File: src/rtl/iigs_kbd_pkg.sv
// Shared scancodes, $C025 bit positions, event record and scancode->ASCII base tables
// for the Apple IIgs keyboard decoder.
package iigs_kbd_pkg;

    localparam logic [7:0] SC_LSHIFT = 8'h12;
    localparam logic [7:0] SC_RSHIFT = 8'h59;
    localparam logic [7:0] SC_CTRL   = 8'h14;
    localparam logic [7:0] SC_ALT    = 8'h11;
    localparam logic [7:0] SC_LGUI   = 8'h1F;
    localparam logic [7:0] SC_CAPS   = 8'h58;
    localparam logic [7:0] SC_F12    = 8'h07;

    localparam int MOD_SHIFT   = 0;
    localparam int MOD_CTRL    = 1;
    localparam int MOD_CAPS    = 2;
    localparam int MOD_KEYPAD  = 4;
    localparam int MOD_CHANGED = 5;
    localparam int MOD_OPTION  = 6;
    localparam int MOD_OAPPLE  = 7;

    typedef struct packed {
        logic       press;
        logic       ext;
        logic [7:0] code;
    } kbd_evt_t;

    typedef struct packed {
        logic       valid;
        logic       letter;
        logic [6:0] lo;
        logic [6:0] hi;
    } kbd_map_t;

    function automatic kbd_map_t ltr(input logic [6:0] c);
        return '{valid: 1'b1, letter: 1'b1, lo: c, hi: c - 7'h20};
    endfunction

    function automatic kbd_map_t sym(input logic [6:0] lo, input logic [6:0] hi);
        return '{valid: 1'b1, letter: 1'b0, lo: lo, hi: hi};
    endfunction

    function automatic kbd_map_t map_plain(input logic [7:0] code);
        kbd_map_t m;
        case (code)
            8'h1C: m = ltr(7'h61);  8'h32: m = ltr(7'h62);  8'h21: m = ltr(7'h63);
            8'h23: m = ltr(7'h64);  8'h24: m = ltr(7'h65);  8'h2B: m = ltr(7'h66);
            8'h34: m = ltr(7'h67);  8'h33: m = ltr(7'h68);  8'h43: m = ltr(7'h69);
            8'h3B: m = ltr(7'h6A);  8'h42: m = ltr(7'h6B);  8'h4B: m = ltr(7'h6C);
            8'h3A: m = ltr(7'h6D);  8'h31: m = ltr(7'h6E);  8'h44: m = ltr(7'h6F);
            8'h4D: m = ltr(7'h70);  8'h15: m = ltr(7'h71);  8'h2D: m = ltr(7'h72);
            8'h1B: m = ltr(7'h73);  8'h2C: m = ltr(7'h74);  8'h3C: m = ltr(7'h75);
            8'h2A: m = ltr(7'h76);  8'h1D: m = ltr(7'h77);  8'h22: m = ltr(7'h78);
            8'h35: m = ltr(7'h79);  8'h1A: m = ltr(7'h7A);
            8'h16: m = sym(7'h31, 7'h21);  8'h1E: m = sym(7'h32, 7'h40);
            8'h26: m = sym(7'h33, 7'h23);  8'h25: m = sym(7'h34, 7'h24);
            8'h2E: m = sym(7'h35, 7'h25);  8'h36: m = sym(7'h36, 7'h5E);
            8'h3D: m = sym(7'h37, 7'h26);  8'h3E: m = sym(7'h38, 7'h2A);
            8'h46: m = sym(7'h39, 7'h28);  8'h45: m = sym(7'h30, 7'h29);
            8'h4E: m = sym(7'h2D, 7'h5F);  8'h55: m = sym(7'h3D, 7'h2B);
            8'h54: m = sym(7'h5B, 7'h7B);  8'h5B: m = sym(7'h5D, 7'h7D);
            8'h5D: m = sym(7'h5C, 7'h7C);  8'h4C: m = sym(7'h3B, 7'h3A);
            8'h52: m = sym(7'h27, 7'h22);  8'h0E: m = sym(7'h60, 7'h7E);
            8'h41: m = sym(7'h2C, 7'h3C);  8'h49: m = sym(7'h2E, 7'h3E);
            8'h4A: m = sym(7'h2F, 7'h3F);
            8'h5A: m = sym(7'h0D, 7'h0D);  8'h76: m = sym(7'h1B, 7'h1B);
            8'h66: m = sym(7'h7F, 7'h7F);  8'h0D: m = sym(7'h09, 7'h09);
            8'h29: m = sym(7'h20, 7'h20);
            // numeric keypad ignores shift
            8'h70: m = sym(7'h30, 7'h30);  8'h69: m = sym(7'h31, 7'h31);
            8'h72: m = sym(7'h32, 7'h32);  8'h7A: m = sym(7'h33, 7'h33);
            8'h6B: m = sym(7'h34, 7'h34);  8'h73: m = sym(7'h35, 7'h35);
            8'h74: m = sym(7'h36, 7'h36);  8'h6C: m = sym(7'h37, 7'h37);
            8'h75: m = sym(7'h38, 7'h38);  8'h7D: m = sym(7'h39, 7'h39);
            8'h71: m = sym(7'h2E, 7'h2E);  8'h7C: m = sym(7'h2A, 7'h2A);
            8'h7B: m = sym(7'h2D, 7'h2D);  8'h79: m = sym(7'h2B, 7'h2B);
            default: m = '0;
        endcase
        return m;
    endfunction

    function automatic kbd_map_t map_ext(input logic [7:0] code);
        kbd_map_t m;
        case (code)
            8'h6B:   m = sym(7'h08, 7'h08);
            8'h74:   m = sym(7'h15, 7'h15);
            8'h75:   m = sym(7'h0B, 7'h0B);
            8'h72:   m = sym(7'h0A, 7'h0A);
            default: m = '0;
        endcase
        return m;
    endfunction

endpackage

File: src/rtl/iigs_kbd_xlate.sv
// Combinational PS/2 set-2 scancode to IIgs ASCII translation with shift/caps/ctrl
// folding; the parent registers the result.
module iigs_kbd_xlate
    import iigs_kbd_pkg::*;
(
    input  logic       ext_i,
    input  logic [7:0] code_i,
    input  logic       shift_i,
    input  logic       ctrl_i,
    input  logic       caps_i,
    output logic       valid_o,
    output logic [6:0] ascii_o,
    output logic       keypad_o
);

    kbd_map_t m;

    always_comb begin
        m       = ext_i ? map_ext(code_i) : map_plain(code_i);
        valid_o = m.valid;
        if (m.letter) begin
            ascii_o = (shift_i || caps_i) ? m.hi : m.lo;
            if (ctrl_i) begin
                ascii_o = m.lo & 7'h1F;
            end
        end else begin
            ascii_o = shift_i ? m.hi : m.lo;
        end
        keypad_o = !ext_i && (code_i[7:4] == 4'h7);
    end

endmodule

File: src/rtl/iigs_kbd_decoder.sv
// hps_io ps2_key consumer producing the IIgs $C000/$C010/$C025 keyboard registers.
// Optional type-ahead FIFO enabled by defining IIGS_KBD_TYPEAHEAD_EN.
module iigs_kbd_decoder
    import iigs_kbd_pkg::*;
#(
    parameter int FIFO_DEPTH = 8
) (
    input  logic        clk_sys,
    input  logic        reset,
    input  logic [10:0] ps2_key,
    input  logic        kbd_strobe_clr,
    output logic [7:0]  kbd_data,
    output logic        any_key_down,
    output logic [7:0]  kbd_mod,
    output logic        reset_req,
    output logic        kbd_overflow
);

    if ((FIFO_DEPTH < 2) || ((FIFO_DEPTH & (FIFO_DEPTH - 1)) != 0)) begin : g_bad_depth
        $error("FIFO_DEPTH must be a power of two >= 2");
    end

    function automatic logic [3:0] sat_inc(input logic [3:0] v);
        return (v == 4'hF) ? v : v + 4'd1;
    endfunction

    function automatic logic [3:0] sat_dec(input logic [3:0] v);
        return (v == 4'h0) ? v : v - 4'd1;
    endfunction

    logic       tog_q, armed_q, evt;
    logic       vld_p0_q, vld_p1_q;
    kbd_evt_t   evt_p0_q;
    logic       press_p1_q, xvld_p1_q, kp_p1_q, rreq_p1_q;
    logic [6:0] ascii_p1_q;
    logic       xl_valid, xl_keypad;
    logic [6:0] xl_ascii;
    logic       shift_q, ctrl_q, opt_q, oa_q, caps_q, chg_q, kp_q, rreq_q;
    logic       shift_d, ctrl_d, opt_d, oa_d, caps_d, chg_d;
    logic [3:0] cnt_q, cnt_d;
    logic       strobe_q, strobe_d;
    logic [6:0] ascii_q, ascii_d;
    logic       commit;

    assign evt = armed_q && (ps2_key[10] != tog_q);

    // S0: event capture
    always_ff @(posedge clk_sys) begin
        evt_p0_q <= ps2_key[9:0];
    end

    iigs_kbd_xlate u_xlate (
        .ext_i    (evt_p0_q.ext),
        .code_i   (evt_p0_q.code),
        .shift_i  (shift_q),
        .ctrl_i   (ctrl_q),
        .caps_i   (caps_q),
        .valid_o  (xl_valid),
        .ascii_o  (xl_ascii),
        .keypad_o (xl_keypad)
    );

    // S1: translate and modifier update
    always_ff @(posedge clk_sys) begin
        press_p1_q <= evt_p0_q.press;
        xvld_p1_q  <= xl_valid;
        ascii_p1_q <= xl_ascii;
        kp_p1_q    <= xl_keypad;
        rreq_p1_q  <= evt_p0_q.press && !evt_p0_q.ext && (evt_p0_q.code == SC_F12) && ctrl_q;
    end

    always_comb begin
        shift_d = shift_q;
        ctrl_d  = ctrl_q;
        opt_d   = opt_q;
        oa_d    = oa_q;
        caps_d  = caps_q;
        chg_d   = chg_q;
        if (kbd_strobe_clr) begin
            chg_d = 1'b0;
        end
        if (vld_p0_q) begin
            if ((evt_p0_q.code == SC_LSHIFT) || (evt_p0_q.code == SC_RSHIFT)) shift_d = evt_p0_q.press;
            if (evt_p0_q.code == SC_CTRL) ctrl_d = evt_p0_q.press;
            if (!evt_p0_q.ext && (evt_p0_q.code == SC_ALT)) opt_d = evt_p0_q.press;
            if (evt_p0_q.ext && ((evt_p0_q.code == SC_ALT) || (evt_p0_q.code == SC_LGUI)))
                oa_d = evt_p0_q.press;
            if (!evt_p0_q.ext && (evt_p0_q.code == SC_CAPS) && evt_p0_q.press) caps_d = !caps_q;
        end
        // a set in the same cycle as a clear wins
        if ({shift_d, ctrl_d, opt_d, oa_d, caps_d} != {shift_q, ctrl_q, opt_q, oa_q, caps_q}) begin
            chg_d = 1'b1;
        end
    end

    // S2: commit
    assign commit = vld_p1_q && press_p1_q && xvld_p1_q && !rreq_p1_q;

    always_comb begin
        cnt_d = cnt_q;
        if (vld_p1_q && xvld_p1_q) begin
            cnt_d = press_p1_q ? sat_inc(cnt_q) : sat_dec(cnt_q);
        end
    end

`ifdef IIGS_KBD_TYPEAHEAD_EN
    localparam int AW = $clog2(FIFO_DEPTH);

    logic [6:0]  fifo_mem [FIFO_DEPTH];
    logic [AW:0] wr_q, rd_q, wr_d, rd_d;
    logic        ovf_q, ovf_d;
    logic        empty, full, bypass, pop, push;

    always_comb begin
        empty  = (wr_q == rd_q);
        full   = (wr_q[AW] != rd_q[AW]) && (wr_q[AW-1:0] == rd_q[AW-1:0]);
        // an empty queue keeps the 3-cycle latency by loading the register directly
        bypass = commit && empty && (!strobe_q || kbd_strobe_clr);
        pop    = !strobe_q && !empty;
        push   = commit && !bypass && (!full || pop);
        wr_d   = push ? wr_q + 1'b1 : wr_q;
        rd_d   = pop ? rd_q + 1'b1 : rd_q;
        ovf_d  = ovf_q || (commit && !bypass && !push);
        strobe_d = strobe_q;
        ascii_d  = ascii_q;
        if (kbd_strobe_clr) begin
            strobe_d = 1'b0;
        end
        if (pop) begin
            strobe_d = 1'b1;
            ascii_d  = fifo_mem[rd_q[AW-1:0]];
        end
        if (bypass) begin
            strobe_d = 1'b1;
            ascii_d  = ascii_p1_q;
        end
    end

    always_ff @(posedge clk_sys) begin
        if (push) begin
            fifo_mem[wr_q[AW-1:0]] <= ascii_p1_q;
        end
    end

    always_ff @(posedge clk_sys or posedge reset) begin
        if (reset) begin
            wr_q  <= '0;
            rd_q  <= '0;
            ovf_q <= 1'b0;
        end else begin
            wr_q  <= wr_d;
            rd_q  <= rd_d;
            ovf_q <= ovf_d;
        end
    end

    assign kbd_overflow = ovf_q;
`else
    always_comb begin
        strobe_d = strobe_q;
        ascii_d  = ascii_q;
        if (kbd_strobe_clr) begin
            strobe_d = 1'b0;
        end
        if (commit) begin
            strobe_d = 1'b1;
            ascii_d  = ascii_p1_q;
        end
    end

    assign kbd_overflow = 1'b0;
`endif

    always_ff @(posedge clk_sys or posedge reset) begin
        if (reset) begin
            tog_q    <= 1'b0;
            armed_q  <= 1'b0;
            vld_p0_q <= 1'b0;
            vld_p1_q <= 1'b0;
            shift_q  <= 1'b0;
            ctrl_q   <= 1'b0;
            opt_q    <= 1'b0;
            oa_q     <= 1'b0;
            caps_q   <= 1'b0;
            chg_q    <= 1'b0;
            kp_q     <= 1'b0;
            rreq_q   <= 1'b0;
            cnt_q    <= 4'd0;
            strobe_q <= 1'b0;
            ascii_q  <= 7'd0;
        end else begin
            tog_q    <= ps2_key[10];
            armed_q  <= 1'b1;
            vld_p0_q <= evt;
            vld_p1_q <= vld_p0_q;
            shift_q  <= shift_d;
            ctrl_q   <= ctrl_d;
            opt_q    <= opt_d;
            oa_q     <= oa_d;
            caps_q   <= caps_d;
            chg_q    <= chg_d;
            if (commit) begin
                kp_q <= kp_p1_q;
            end
            rreq_q   <= vld_p1_q && rreq_p1_q;
            cnt_q    <= cnt_d;
            strobe_q <= strobe_d;
            ascii_q  <= ascii_d;
        end
    end

    always_comb begin
        kbd_mod              = 8'h00;
        kbd_mod[MOD_SHIFT]   = shift_q;
        kbd_mod[MOD_CTRL]    = ctrl_q;
        kbd_mod[MOD_CAPS]    = caps_q;
        kbd_mod[MOD_KEYPAD]  = kp_q;
        kbd_mod[MOD_CHANGED] = chg_q;
        kbd_mod[MOD_OPTION]  = opt_q;
        kbd_mod[MOD_OAPPLE]  = oa_q;
    end

    assign kbd_data     = {strobe_q, ascii_q};
    assign any_key_down = (cnt_q != 4'd0);
    assign reset_req    = rreq_q;

endmodule

File: config.mk
export PLATFORM = sky130hd
export DESIGN_NAME = iigs_kbd_decoder
export DESIGN_NICKNAME = d
export VERILOG_FILES = /design/src/rtl/iigs_kbd_pkg.sv /design/src/rtl/iigs_kbd_xlate.sv /design/src/rtl/iigs_kbd_decoder.sv
export SDC_FILE = /design/constraint.sdc
export NUM_CORES = 1
export LEC_CHECK = 0
export BUFFER_PORTS_ARGS = -buffer_cell sky130_fd_sc_hd__buf_2
export CORE_MARGIN = 2
export CORE_UTILIZATION = 35
export CTS_BUF_LIST = sky130_fd_sc_hd__clkbuf_16
export CTS_CLUSTER_SIZE = 25
export DETAILED_ROUTE_END_ITERATION = 12
export GPL_TIMING_DRIVEN = 1
export SKIP_LAST_GASP = 1
export SYNTH_ARGS = -nofsm -noshare
export SYNTH_HDL_FRONTEND = slang
export SYNTH_SLANG_ARGS = --single-unit
File: constraint.sdc
create_clock -name clk_sys -period 2.5 [get_ports clk_sys]
set_clock_uncertainty 0.05 [all_clocks]
set_input_delay 0.125 -clock clk_sys [delete_from_list [all_inputs] [get_ports clk_sys]]
set_output_delay 0.125 -clock clk_sys [all_outputs]
set_load 0.05 [all_outputs]
==> impl_metrics.tcl <==
set metrics [dict create \
    status "complete, no violations" \
    final_nets 523 \
    switching_share 0.302 \
    h-tree-depth 3 \
    start_util 0.360 \
    ios 33 \
    reg2reg_slack_ns 0.67 \
    drt_iter0_markers 444 \
    cts_root_buffer "clkbuf_16" \
    path_delay_family "compound AO/OA/AOI/OAI gates" \
    power.switching_uw 906 \
    clk_path_buf_depth 2 \
    maxCapViolCount 0 \
    ir_drop_v 0.000447 \
    hold_violations 0 \
    powerDensity_nw_per_um2 645 \
    insertedDiodeCount 0 \
    synth_edf_count 0 \
    synthCells 477 \
    post_cts_buffers 0 \
    routedWlPerCell_um 18.2 \
    yosys_warnings 0 \
    ys_seq_area_frac 0.327 \
    leakage_uw 0.00195 \
    final_max_slew_viol_count 0 \
    fin_crit_ns 1.97 \
    vias 3807 \
    clk_pin_slew_ns 0.05 \
    chipWidth_um 112 \
    clock_sinks 61 \
    fillers 1174 \
    gp_congestion 0.982 \
    place.port_buffers 30 \
    ff_latch_area_um2 1340 \
    preCtsSetupSlack_ns 0.239 \
    worst_setup_path_end_kind "flip-flop" \
    ys.flop_type "dfxtp_1" \
    viasPerCell 5.92 \
    required_ns 2.64 \
    cpMaxStageDelayCell "ha_1" \
    gr-usage-all-layers 0.185 \
    ant_nets 0 \
    synthArstFlopShare 0.393 \
    antenna_found_initial 0 \
    grt_pass1_wl_mm 18.6 \
    synth_top_family_by_area "compound AO/OA/AOI/OAI gates" \
    critPathArrivalTime_ns 2.11 \
    drt-pass1-iter-count 6 \
    cp-start-kind "input pin" \
    worst_pin_slew_ns 0.908 \
    synthAdderAreaFrac 0.0445 \
    critPathKind "in2reg" \
    maxClockFrequency_ghz 0.508 \
    cts_made_buffers 9 \
    synth_mux_area_frac 0.0759 \
    grt_pass1_vias 3524 \
    rsz0062_at_grt "no" \
    area_growth_pct 13.4 \
    yosys_register_bits 61 \
    period_share 0.787 \
    power.total_uw 3000 \
    worstSkewPairLatency_ns 0.32 \
    pwr-share-comb 0.225 \
    max_stage_delay_ns 0.37 \
    timing.hold.ws_ns 0.0205 \
    setup_viol 0 \
    p_seq_frac 0.387 \
    multi_input_area_um2 2470 \
    min_path_type "in2reg" \
    power_frac_clock 0.388 \
    fp-row-count 39 \
    yosysUniqueCellTypes 73 \
    setup_ws_ns 0.533 \
    syn_area_um2 4110 \
    dp_hpwl_mm 8.59 \
    wirelength_mm 11.7 \
    slew-limit-headroom 0.394 \
    grt_max_degree 32 \
    core_area_um2 11400 \
    layout-drive-gt1-share 0.164 \
    die_area_um2 12600 \
    yosys.area_share.simple 0.202 \
    synth_compound_area_frac 0.253 \
    grt_overflow 0 \
    p_int_uw 2100 \
    cts_tree "built" \
    critPathBufInv 3 \
    drc_errors 0 \
    avgSynthCellArea_um2 8.61 \
    synth_xor_area_frac 0.0235 \
    fin_tns_setup_ns 0 \
    cp_max_fo 15 \
    die_y_um 112 \
    worstPathCellList "buf_2 -> inv_1 -> ha_1 -> inv_1 -> ha_1 -> o21ai_0 -> o21ai_0 -> a22o_1 -> a22o_1 -> o32a_1" \
]
## metrics by stage
stage | instance area (um^2) | utilization | instances
global placement | 4310 | 0.377 | 621
global route | 4650 | 0.408 | 643
floorplan | 4110 | - | 478
detailed placement | 4310 | 0.377 | 621
CTS | 4650 | 0.408 | 643
finish | 4650 | 0.408 | 643
## final timing paths
check                           startpoint           to  cells past startpoint
worst max-delay path            ps2_key[1]    flip-flop                     10
worst min-delay path            ps2_key[1]  evt_p0_q[1]                      1
worst max register to register    cnt_q[1]     cnt_q[1]                      3
worst min register to register    vld_p0_q     vld_p1_q                      0
max in group asynchronous            reset   ascii_q[1]                      3
min in group asynchronous            reset     vld_p0_q                      3
## layer usage
layer | global-route usage | routed length [um] | vias up | part of all wire
met5 | 0 | 0 | - | 0
met4 | 0.0951 | 456 | 0 | 0.039
met3 | 0.0324 | 847 | 34 | 0.072
met2 | 0.290 | 5360 | 199 | 0.46
met1 | 0.244 | 5040 | 1780 | 0.43
li1 | - | - | 1794 | -
## Yosys cell counts, types with 11 or more instances
cell / instances / share of area
a211oi_1: 11 / 0.020
a21oi_1: 30 / 0.037
buf_2: 15 / 0.018
buf_4: 15 / 0.027
clkbuf_1: 15 / 0.014
dfrtp_1: 24 / 0.15
dfxtp_1: 37 / 0.18
ha_1: 13 / 0.040
inv_1: 11 / 0.010
mux2_2: 15 / 0.041
mux2i_1: 12 / 0.029
nand2_1: 28 / 0.026
nand2b_1: 11 / 0.017
nor2_1: 23 / 0.021
nor2b_1: 15 / 0.023
nor3_1: 12 / 0.015
o21ai_0: 37 / 0.045
## worst register-to-register path: cells and delay by family (launching register included)
| family | cells | cell delay [ns] |
|---|---|---|
| flip-flops | 1 | 0.42 |
| AO/OA/AOI/OAI | 1 | 0.29 |
| AND/OR/NAND/NOR | 1 | 0.59 |
| multiplexers | 1 | 0.37 |
## cells by family (layout without fill, tap and decap cells)
family                   count (synthesis)  in the layout
AO/OA/AOI/OAI                          153            153
buffers and inverters                   59             81
other                                    2              3
flip-flops                              61             61
adder cells (fa/ha/maj)                 14             14
XOR/XNOR                                11             11
AND/OR/NAND/NOR                        149            149
multiplexers                            28             28
## layout make-up
cell class / instances / share of cell area
Tap cell: 143 / 0.0384
Timing Repair Buffer: 52 / 0.0710
Inverter: 13 / 0.0105
Clock buffer: 9 / 0.0484
Clock inverter: 7 / 0.0126
Multi-Input combinational cell: 358 / 0.531
Sequential cell: 61 / 0.288
## what timing repair did
action | 4_1_cts | 5_1_grt
hold buffers | 6 | 0
endpoints found under the hold margin | 29 | 0
gates resized for setup | 0 | 0
## power groups by stage
stage | combinational [uW] | clock [uW] | sequential [uW]
6_report | 676 | 1160 | 1160
5_1_grt | 736 | 1230 | 1180
4_1_cts | 667 | 1190 | 1160
3_5_place_dp | 656 | 0 | 1180
3_3_place_gp | 647 | 0 | 1180
2_1_floorplan | 477 | 0 | 1180
## cells in the final DEF (no fill, tap or decap), types with 4 or more instances in the layout
cell	instances
dlygate4sd3_1	6
nand3b_1	9
a21oi_1	30
nor3_1	12
mux2_2	15
nor2_1	23
dfrtp_1	24
xnor2_1	5
ha_1	13
o21ai_0	37
nor4_1	4
nand2_1	28
clkinv_1	4
nand3_1	9
a22oi_1	4
o211ai_1	7
inv_1	12
buf_4	16
xor2_1	6
and2_1	8
a31oi_1	5
buf_2	30
o22ai_1	4
nand2b_1	11
nor2b_1	15
nor3b_1	5
a221oi_1	4
nand4_1	4
a211oi_1	11
clkbuf_16	9
mux2i_1	12
dfxtp_1	37
o21a_1	4
a21o_1	4
o31ai_1	4
No activity file was read; power rests on OpenSTA's default activity.
